===== src/rtl/alpha_block.sv =====
// alpha_block: word-serial CIOS alpha step, T_out = T_in + ai*b over S+2 words.
// Ports:
//   clk    - sole clock, all state changes on its rising edge
//   rst_n  - asynchronous active-low reset
//   flush  - synchronous abort-and-clear, overrides everything else
//   start  - request one pass, accepted only in IDLE or DONE
//   ai     - multiplier word, sampled on accepted start
//   b      - S multiplicand words (word 0 in the low bits), sampled on accepted start
//   T_in   - S+2 accumulator words (word 0 in the low bits), sampled on accepted start
//   busy   - high in MAC and FINAL
//   done   - level, high while T_out holds a completed result
//   T_out  - registered S+2 word accumulator
module alpha_block #(
    parameter int WIDTH = 32,
    parameter int S     = 8
) (
    input  logic                     clk,
    input  logic                     rst_n,
    input  logic                     flush,
    input  logic                     start,
    input  logic [WIDTH-1:0]         ai,
    input  logic [S*WIDTH-1:0]       b,
    input  logic [(S+2)*WIDTH-1:0]   T_in,
    output logic                     busy,
    output logic                     done,
    output logic [(S+2)*WIDTH-1:0]   T_out
);
    localparam int JW = $clog2(S);
    typedef enum logic [1:0] {IDLE, MAC, FINAL, DONE} state_t;
    state_t             state_q;
    logic [WIDTH-1:0]   ai_q;
    logic [WIDTH-1:0]   c_q;
    logic [S*WIDTH-1:0] b_q;
    logic [WIDTH-1:0]   t_q [S+2];
    logic [JW-1:0]      j_q;
    logic               busy_q;
    logic               done_q;
    logic [WIDTH-1:0]   t_sel_d;
    logic [2*WIDTH-1:0] mac_d;
    logic [WIDTH:0]     fin_d;
    // Current accumulator word T[j]
    always_comb begin
        t_sel_d = '0;
        for (int i = 0; i < S; i++)
            if (JW'(i) == j_q) t_sel_d = t_q[i];
    end
    // b is consumed by shifting, so the active multiplicand word is always the low word.
    // The 2*WIDTH sum T + a*b + C is at most 2^(2*WIDTH)-1, so it cannot overflow.
    assign mac_d = (2*WIDTH)'(t_sel_d) + (2*WIDTH)'(ai_q) * (2*WIDTH)'(b_q[WIDTH-1:0]) + (2*WIDTH)'(c_q);
    assign fin_d = (WIDTH+1)'(t_q[S]) + (WIDTH+1)'(c_q);
    always_ff @(posedge clk or negedge rst_n) begin
        if (!rst_n) begin
            state_q <= IDLE;
            ai_q    <= '0;
            b_q     <= '0;
            c_q     <= '0;
            j_q     <= '0;
            busy_q  <= 1'b0;
            done_q  <= 1'b0;
            for (int i = 0; i < S+2; i++) t_q[i] <= '0;
        end else if (flush) begin
            state_q <= IDLE;
            c_q     <= '0;
            j_q     <= '0;
            busy_q  <= 1'b0;
            done_q  <= 1'b0;
            for (int i = 0; i < S+2; i++) t_q[i] <= '0;
        end else begin
            case (state_q)
                IDLE, DONE: begin
                    if (start) begin
                        ai_q    <= ai;
                        b_q     <= b;
                        c_q     <= '0;
                        j_q     <= '0;
                        busy_q  <= 1'b1;
                        done_q  <= 1'b0;
                        state_q <= MAC;
                        for (int i = 0; i < S+2; i++) t_q[i] <= T_in[i*WIDTH +: WIDTH];
                    end
                end
                MAC: begin
                    for (int i = 0; i < S; i++)
                        if (JW'(i) == j_q) t_q[i] <= mac_d[WIDTH-1:0];
                    c_q <= mac_d[2*WIDTH-1:WIDTH];
                    b_q <= b_q >> WIDTH;
                    j_q <= j_q + 1'b1;
                    if (j_q == JW'(S-1)) state_q <= FINAL;
                end
                FINAL: begin
                    t_q[S]   <= fin_d[WIDTH-1:0];
                    t_q[S+1] <= t_q[S+1] + WIDTH'(fin_d[WIDTH]);
                    c_q      <= '0;
                    busy_q   <= 1'b0;
                    done_q   <= 1'b1;
                    state_q  <= DONE;
                end
                default: state_q <= IDLE;
            endcase
        end
    end
    for (genvar g = 0; g < S+2; g++) begin : g_out
        assign T_out[g*WIDTH +: WIDTH] = t_q[g];
    end
    assign busy = busy_q;
    assign done = done_q;
endmodule


===== config.mk =====
export PLATFORM = sky130hd
export DESIGN_NAME = alpha_block
export DESIGN_NICKNAME = d
export VERILOG_FILES = /design/src/rtl/alpha_block.sv
export SDC_FILE = /design/constraint.sdc
export NUM_CORES = 2
export LEC_CHECK = 0
export ABC_CLOCK_PERIOD_IN_PS = 9000
export BUFFER_PORTS_ARGS = -buffer_cell sky130_fd_sc_hd__buf_2
export CORE_ASPECT_RATIO = 0.5
export CORE_MARGIN = 5
export CORE_UTILIZATION = 40
export DETAILED_ROUTE_END_ITERATION = 16
export PLACE_DENSITY_LB_ADDON = 0.25
export SLEW_MARGIN = 30
export SYNTH_ARGS = -nofsm -noshare
export SYNTH_HDL_FRONTEND = slang
export SYNTH_SLANG_ARGS = --single-unit

===== constraint.sdc =====
create_clock -name clk -period 9 [get_ports clk]
set_input_delay 1.8 -clock clk [delete_from_list [all_inputs] [get_ports clk]]
set_output_delay 1.8 -clock clk [all_outputs]
set_load 0.05 [all_outputs]

Word level (Yosys, flattened, before mapping)
Index checks and enable logic that the tools add are counted.
{"block": "classes", "n_addsub": 5, "n_mul": 1, "n_eq_ne": 22, "n_mux": 38, "bitwise": 1, "n_reduce_logical": 19}
{"operator": "256-bit one-hot mux with 2 select lines", "count": 2}
{"operator": "320-bit two-way mux", "count": 2}
{"operator": "32-bit two-way mux", "count": 18}
{"operator": "256-bit two-way mux", "count": 1}
{"operator": "64-bit one-hot mux with 2 select lines", "count": 1}
{"operator": "32-bit one-hot mux with 3 select lines", "count": 1}
{"operator": "32-bit by 64-bit adder with 64-bit output", "count": 1}
{"operator": "64-bit by 32-bit adder with 64-bit output", "count": 1}
{"operator": "32-bit by 32-bit multiplier with 64-bit output", "count": 1}
{"operator": "32-bit by 32-bit adder with 33-bit output", "count": 1}
{"operator": "32-bit by 1-bit adder with 32-bit output", "count": 1}
{"operator": "3-bit inequality test (second input constant)", "count": 10}
{"operator": "3-bit AND reduction", "count": 10}
{"operator": "3-bit == test (first input constant)", "count": 4}
{"operator": "2-bit by 3-bit == test with 1-bit output (first input constant)", "count": 2}
{"operator": "2-bit two-way mux", "count": 3}
{"operator": "3-bit two-way mux", "count": 2}
{"operator": "2-bit one-hot mux with 3 select lines", "count": 1}
{"operator": "3-bit one-hot mux with 2 select lines", "count": 1}
{"operator": "2-bit AND reduction", "count": 3}
{"operator": "3-bit nonzero test", "count": 2}
{"operator": "2-bit == test (second input constant)", "count": 2}
{"operator": "1-bit two-way mux", "count": 4}
{"operator": "1-bit one-hot mux with 2 select lines", "count": 2}
{"operator": "10 further kinds", "count": 10}
{"block": "totals", "ff_bits": 647, "inputBits": 612, "output_inout_bits": 322, "wordCells": 103}

Logic depth before layout (Yosys ltp)
{"block": "depth", "ltp_word": 14, "ltp_mapped": 31, "mapped_depth_nobuf": 28}

Least setup slack after synthesis
OpenSTA, ideal clock, no wires.
{"block": "synth_timing", "path_type": "register -> register", "start": "reg b_q[0]", "end": "reg c_q[31]", "setup_time_ps": 124, "arrival_time_ps": 7145, "required_ps": 8876, "setup_slack_ps": 1731, "stages_incl_launch_ff": 28, "path_buffers": 2, "period_less_slack_ps": 7269, "path_cell_list": "dfrtp_1 -> clkbuf_1 -> nand2_1 -> fa_1 -> inv_1 -> fa_1 -> inv_1 -> fa_1 -> fa_1 -> fa_1 -> inv_1 -> fa_1 -> fa_1 -> inv_1 -> fa_1 -> inv_1 -> ha_1 -> clkbuf_1 -> nand3_1 -> nor3_1 -> nand3_1 -> a31oi_1 -> o31ai_1 -> a2111oi_2 -> nor4_2 -> o211ai_1 -> o31ai_1 -> a211o_1"}
{"block": "synth_between", "elab_chain_len": 5}
{"item": "start, declared", "line_no": "33", "source": "logic [S*WIDTH-1:0] b_q;"}
{"item": "start signal, assigned", "line_no": "86", "source": "b_q <= b_q >> WIDTH;"}
{"item": "32-bit by 32-bit multiplier with 64-bit output", "line_no": "49", "source": "assign mac_d = (2*WIDTH)'(t_sel_d) + (2*WIDTH)'(ai_q) * (2*WIDTH)'(b_q[WIDTH-1:0]) + (2*WIDTH)'(c_q);"}
{"item": "32-bit by 64-bit adder with 64-bit output", "line_no": "49"}
{"item": "64-bit by 32-bit adder with 64-bit output", "line_no": "49"}
{"item": "32-bit one-hot mux with 3 select lines", "line_no": "69", "source": "case (state_q)"}
{"item": "32-bit two-way mux", "line_no": "61", "source": "end else if (flush) begin"}
{"item": "end signal, assigned", "line_no": "85", "source": "c_q <= mac_d[2*WIDTH-1:WIDTH];"}
{"item": "end, declared", "line_no": "32", "source": "logic [WIDTH-1:0] c_q;"}
No other way between the ends.
A chain may end at the register's enable or synchronous reset.

Worst setup path after layout
{"block": "layout_timing", "start": "reg j_q[0]", "end": "reg c_q[31]"}
{"block": "layout_between", "elab_chain_len": 13, "word_cells_on_any_way": 20, "classes_between": "add/sub (2); eq/ne (7); mux (10); reduce/logical (1)"}
{"item": "start, declared", "line_no": "35", "source": "logic [JW-1:0] j_q;"}
{"item": "start signal, assigned", "line_no": "87", "source": "j_q <= j_q + 1'b1;"}
{"item": "3-bit zero test", "line_no": "45", "source": "if (JW'(i) == j_q) t_sel_d = t_q[i];"}
{"item": "32-bit two-way mux (7 in series)", "line_no": "45"}
{"item": "32-bit two-way mux *", "line_no": "45"}
{"item": "32-bit by 64-bit adder with 64-bit output *", "line_no": "49"}
{"item": "64-bit by 32-bit adder with 64-bit output *", "line_no": "49"}
{"item": "32-bit one-hot mux with 3 select lines *", "line_no": "69"}
{"item": "32-bit two-way mux *", "line_no": "61"}
Every way passes the cells marked *; elsewhere a longest branch is shown, timed or not.

==> out/results.tsv <==
stage	metric	value	unit
worst_setup_path	worst reg2reg path depth	27	
floorplanning	Site Rows	106	
grt	met2 Use GR	0.439	
route	DRT iter0 DRCs	5061	
logic_synthesis	asr flop ratio synth	1.00	
worst_setup_path	crit end category	register	
timing	RSZ-0062 raised after global routing	no	
logic_synthesis	Synth Area in Simple Gates	0.150	
grt	busiest grt layer	met2	
timing	Peak Freq	117	MHz
clock_network	Bufs on Longest Clock Path	3	
placed_design	GP Congestion	0.943	
logic_synthesis	syn_nets	9254	
grt	largest net degree at the start of global routing	248	
placed_design	area of placed instances	73900	um2
logic_synthesis	flops & latches, synth	647	
route	via count	55500	
floorplanning	Chip Height	299	um
floorplanning	Initial Utilization	0.401	
clock_network	CTS clk-pin slew, worst paths	60	ps
worst_setup_path	startpoint types	register	
logic_synthesis	Synth cell types	75	
grt	first-pass GRT wire length	367000	um
route	average wire per standard cell	23.6	um
logic_synthesis	YS warnings	0	
placed_design	port buffer count	933	
clock_network	Sink Count	647	
clock_network	CTS resizes	0	
timing	setup_tns	0	ps
timing	min Tclk post-route	8550	ps
route	Residual DRC	0	
logic_synthesis	xor/xnor cell area share of the yosys netlist	0.0110	
outcome	status	completed	
logic_synthesis	EDFF count, synth	0	
logic_synthesis	syn avg cell area	9.08	um2
timing	Setup violations, final	0	
finish	most frequent cells in the layout	nand2_1, inv_1, fa_1	
worst_setup_path	Required @ worst endpoint	9550	ps
worst_setup_path	FF-to-FF End	c_q[31]	
finish	nets	9939	
timing	Final Hold Fails	0	
finish	commonest non-fill, non-tap cell in the layout	nand2_1	
route	First-pass DRT Iterations	6	
clock_network	post-CTS setup buffer count	0	
timing	Final Skew	58.3	ps
worst_hold_path	hold crit path type	reg2reg	
logic_synthesis	Compound-Gate Fraction of Synth Area	0.121	
grt	vias in the first global route	55700	
clock_network	worst skew pair latency	710	ps
logic_synthesis	largest family of logic cells by synthesized area	adder cells	
grt	antenna violations before repair	43	
clock_network	H-Tree Depth	3	
timing	slew at the pin closest to its max-slew limit	1020	ps
clock_network	CTS tree	yes	
grt	gr ovfl total	0	
logic_synthesis	Top FF cell, synth	dfrtp_1	
worst_setup_path	reg2reg start	j_q[0]	
clock_network	root buf cell	clkbuf_16	
finish	final cell area excluding filler cells	76500	um2
floorplanning	die area	176000	um2
clock_network	Hold-fix buffers, CTS	0	
finish	Area Overhead vs Synth	14.5	%
placed_design	Post-DP HPWL	198000	um
worst_setup_path	Setup CP Type	reg2reg	
logic_synthesis	cell area after synthesis	66800	um2
worst_setup_path	worst setup path end	c_q[31]	
placed_design	pre-CTS WS	388	ps
finish	Final Util	0.459	
floorplanning	# IOs	934	
timing	period utilisation layout	0.950	
logic_synthesis	Post-Syn Instances	7364	
worst_setup_path	Crit path arrival time	9100	ps
job	Max-Cap Viols	0	
logic_synthesis	Seq/Total Area, Yosys	0.242	
worst_setup_path	CP max-delay cell	o311ai_0	
worst_setup_path	reg2reg setup slack	450	ps
route	Final ANT Viol Nets	0	
grt	grt met3 use	0.0445	
floorplanning	Core Box Area	167000	um2
grt	total track usage	0.274	
route	vias per std cell	5.37	
timing	Slew HR	0.318	
finish	share of layout cells above drive strength 1	0.160	
route	Detailed Route WL	245000	um
worst_setup_path	critical path launch point	j_q[0]	
grt	routing usage on met1	0.382	
timing	max-slew violations	0	
worst_setup_path	Critical Path Max Stage Delay	710	ps
logic_synthesis	post-synthesis mux area share	0.0406	
floorplanning	die extent in x	588	um
logic_synthesis	adder-cell share of the synthesized area	0.347	
clock_network	total CTS buffers	72	
timing	fin worst setup slack	447	ps
worst_setup_path	worst-path fanout max	9	
-- kinds of logic (layout without fill, tap and decap cells) --
logic type	after synthesis	after routing
and+or+nand+nor	2258	2258
buffers and inverters	1567	2307
adders and majority gates	1278	1278
AOI/OAI and AO/OA	1264	1264
DFF	647	647
muxes	266	266
xor gates and xnor gates	84	84
other	0	28
-- worst max-delay path: cells and delay by family (launching register included) --
kind,cells,cell delay [ps]
DFF,1,420
buffers and inverters,5,700
and+or+nand+nor,3,1200
AOI/OAI and AO/OA,14,4040
adders and majority gates,5,2020
-- synthesized netlist by cell type (9+ instances only) --
cell type  instances  area [um2]
mux2i_1          227        2270
clkbuf_1         459        1720
o21ai_0          542        2710
o21bai_1          14         105
a31oi_1           11        68.8
nor3_1            36         180
o21ai_1            9        45.0
mux2_2            39         439
nor2_1           322        1210
nand4_1           30         188
a22o_1            36         315
o21a_1            13        97.6
nand2_1         1283        4820
nand2b_1          17         106
a22oi_1           24         180
o311ai_0          34         298
fa_1             960       19200
and3_1            17         106
buf_1             10        37.5
a221o_1           11         110
a221oi_1          37         324
dfrtp_1          647       16200
a21oi_1          125         626
o211ai_1          35         263
xnor2_1           45         394
xor2_1            39         342
and2_1           471        2950
nand3_1           38         190
inv_1           1093        4100
ha_1             318        3980
nor2b_1           10        62.6
a21o_1            92         691
nor4_1            10        62.6
o31ai_1          218        1640
-- worst min path at each step --
stage	from	endpoint	slack [ps]	cells past startpoint
floorplan	b_q[100]	b_q[100]	450	2
global placement	busy	busy	460	1
detailed placement	busy	busy	460	1
CTS	busy	busy	480	1
global route	b_q[152]	b_q[152]	500	2
finish	b_q[141]	b_q[141]	480	2
-- flip-flops by register name, summed over array words and instances, names as in the netlist --
name and cells:
ai_q 32, busy 1, b_q 256, done 1, c_q 32, state_q 2, j_q 3, T_out 320
-- per-stage QoR --
step / std cells / hold WS [ps]
finish: 10300 / 476
global route: 10300 / 505
CTS: 10300 / 479
detailed placement: 10200 / 464
global placement: 10200 / 457
floorplan: 7364 / 450
-- routing by layer --
layer / wire, um / vias up
li1: - / 24800
met1: 103000 / 28200
met2: 115000 / 2141
met3: 17600 / 384
met4: 8630 / 8
met5: 48 / -
-- area by class of cell --
| type | count | area [um2] |
|---|---|---|
| multi-input cells | 5150 | 44900 |
| clock inverters | 29 | 413 |
| flip-flops and latches | 647 | 16200 |
| inverters | 1093 | 4100 |
| well taps | 2214 | 2770 |
| diodes | 28 | 70.1 |
| repair buffers | 1085 | 5930 |
| fillers | 16300 | 90100 |
| clock buffers | 100 | 2110 |
Power is not shown: default switching activity piles up to over one toggle a cycle in this logic, so the estimate is an artifact.
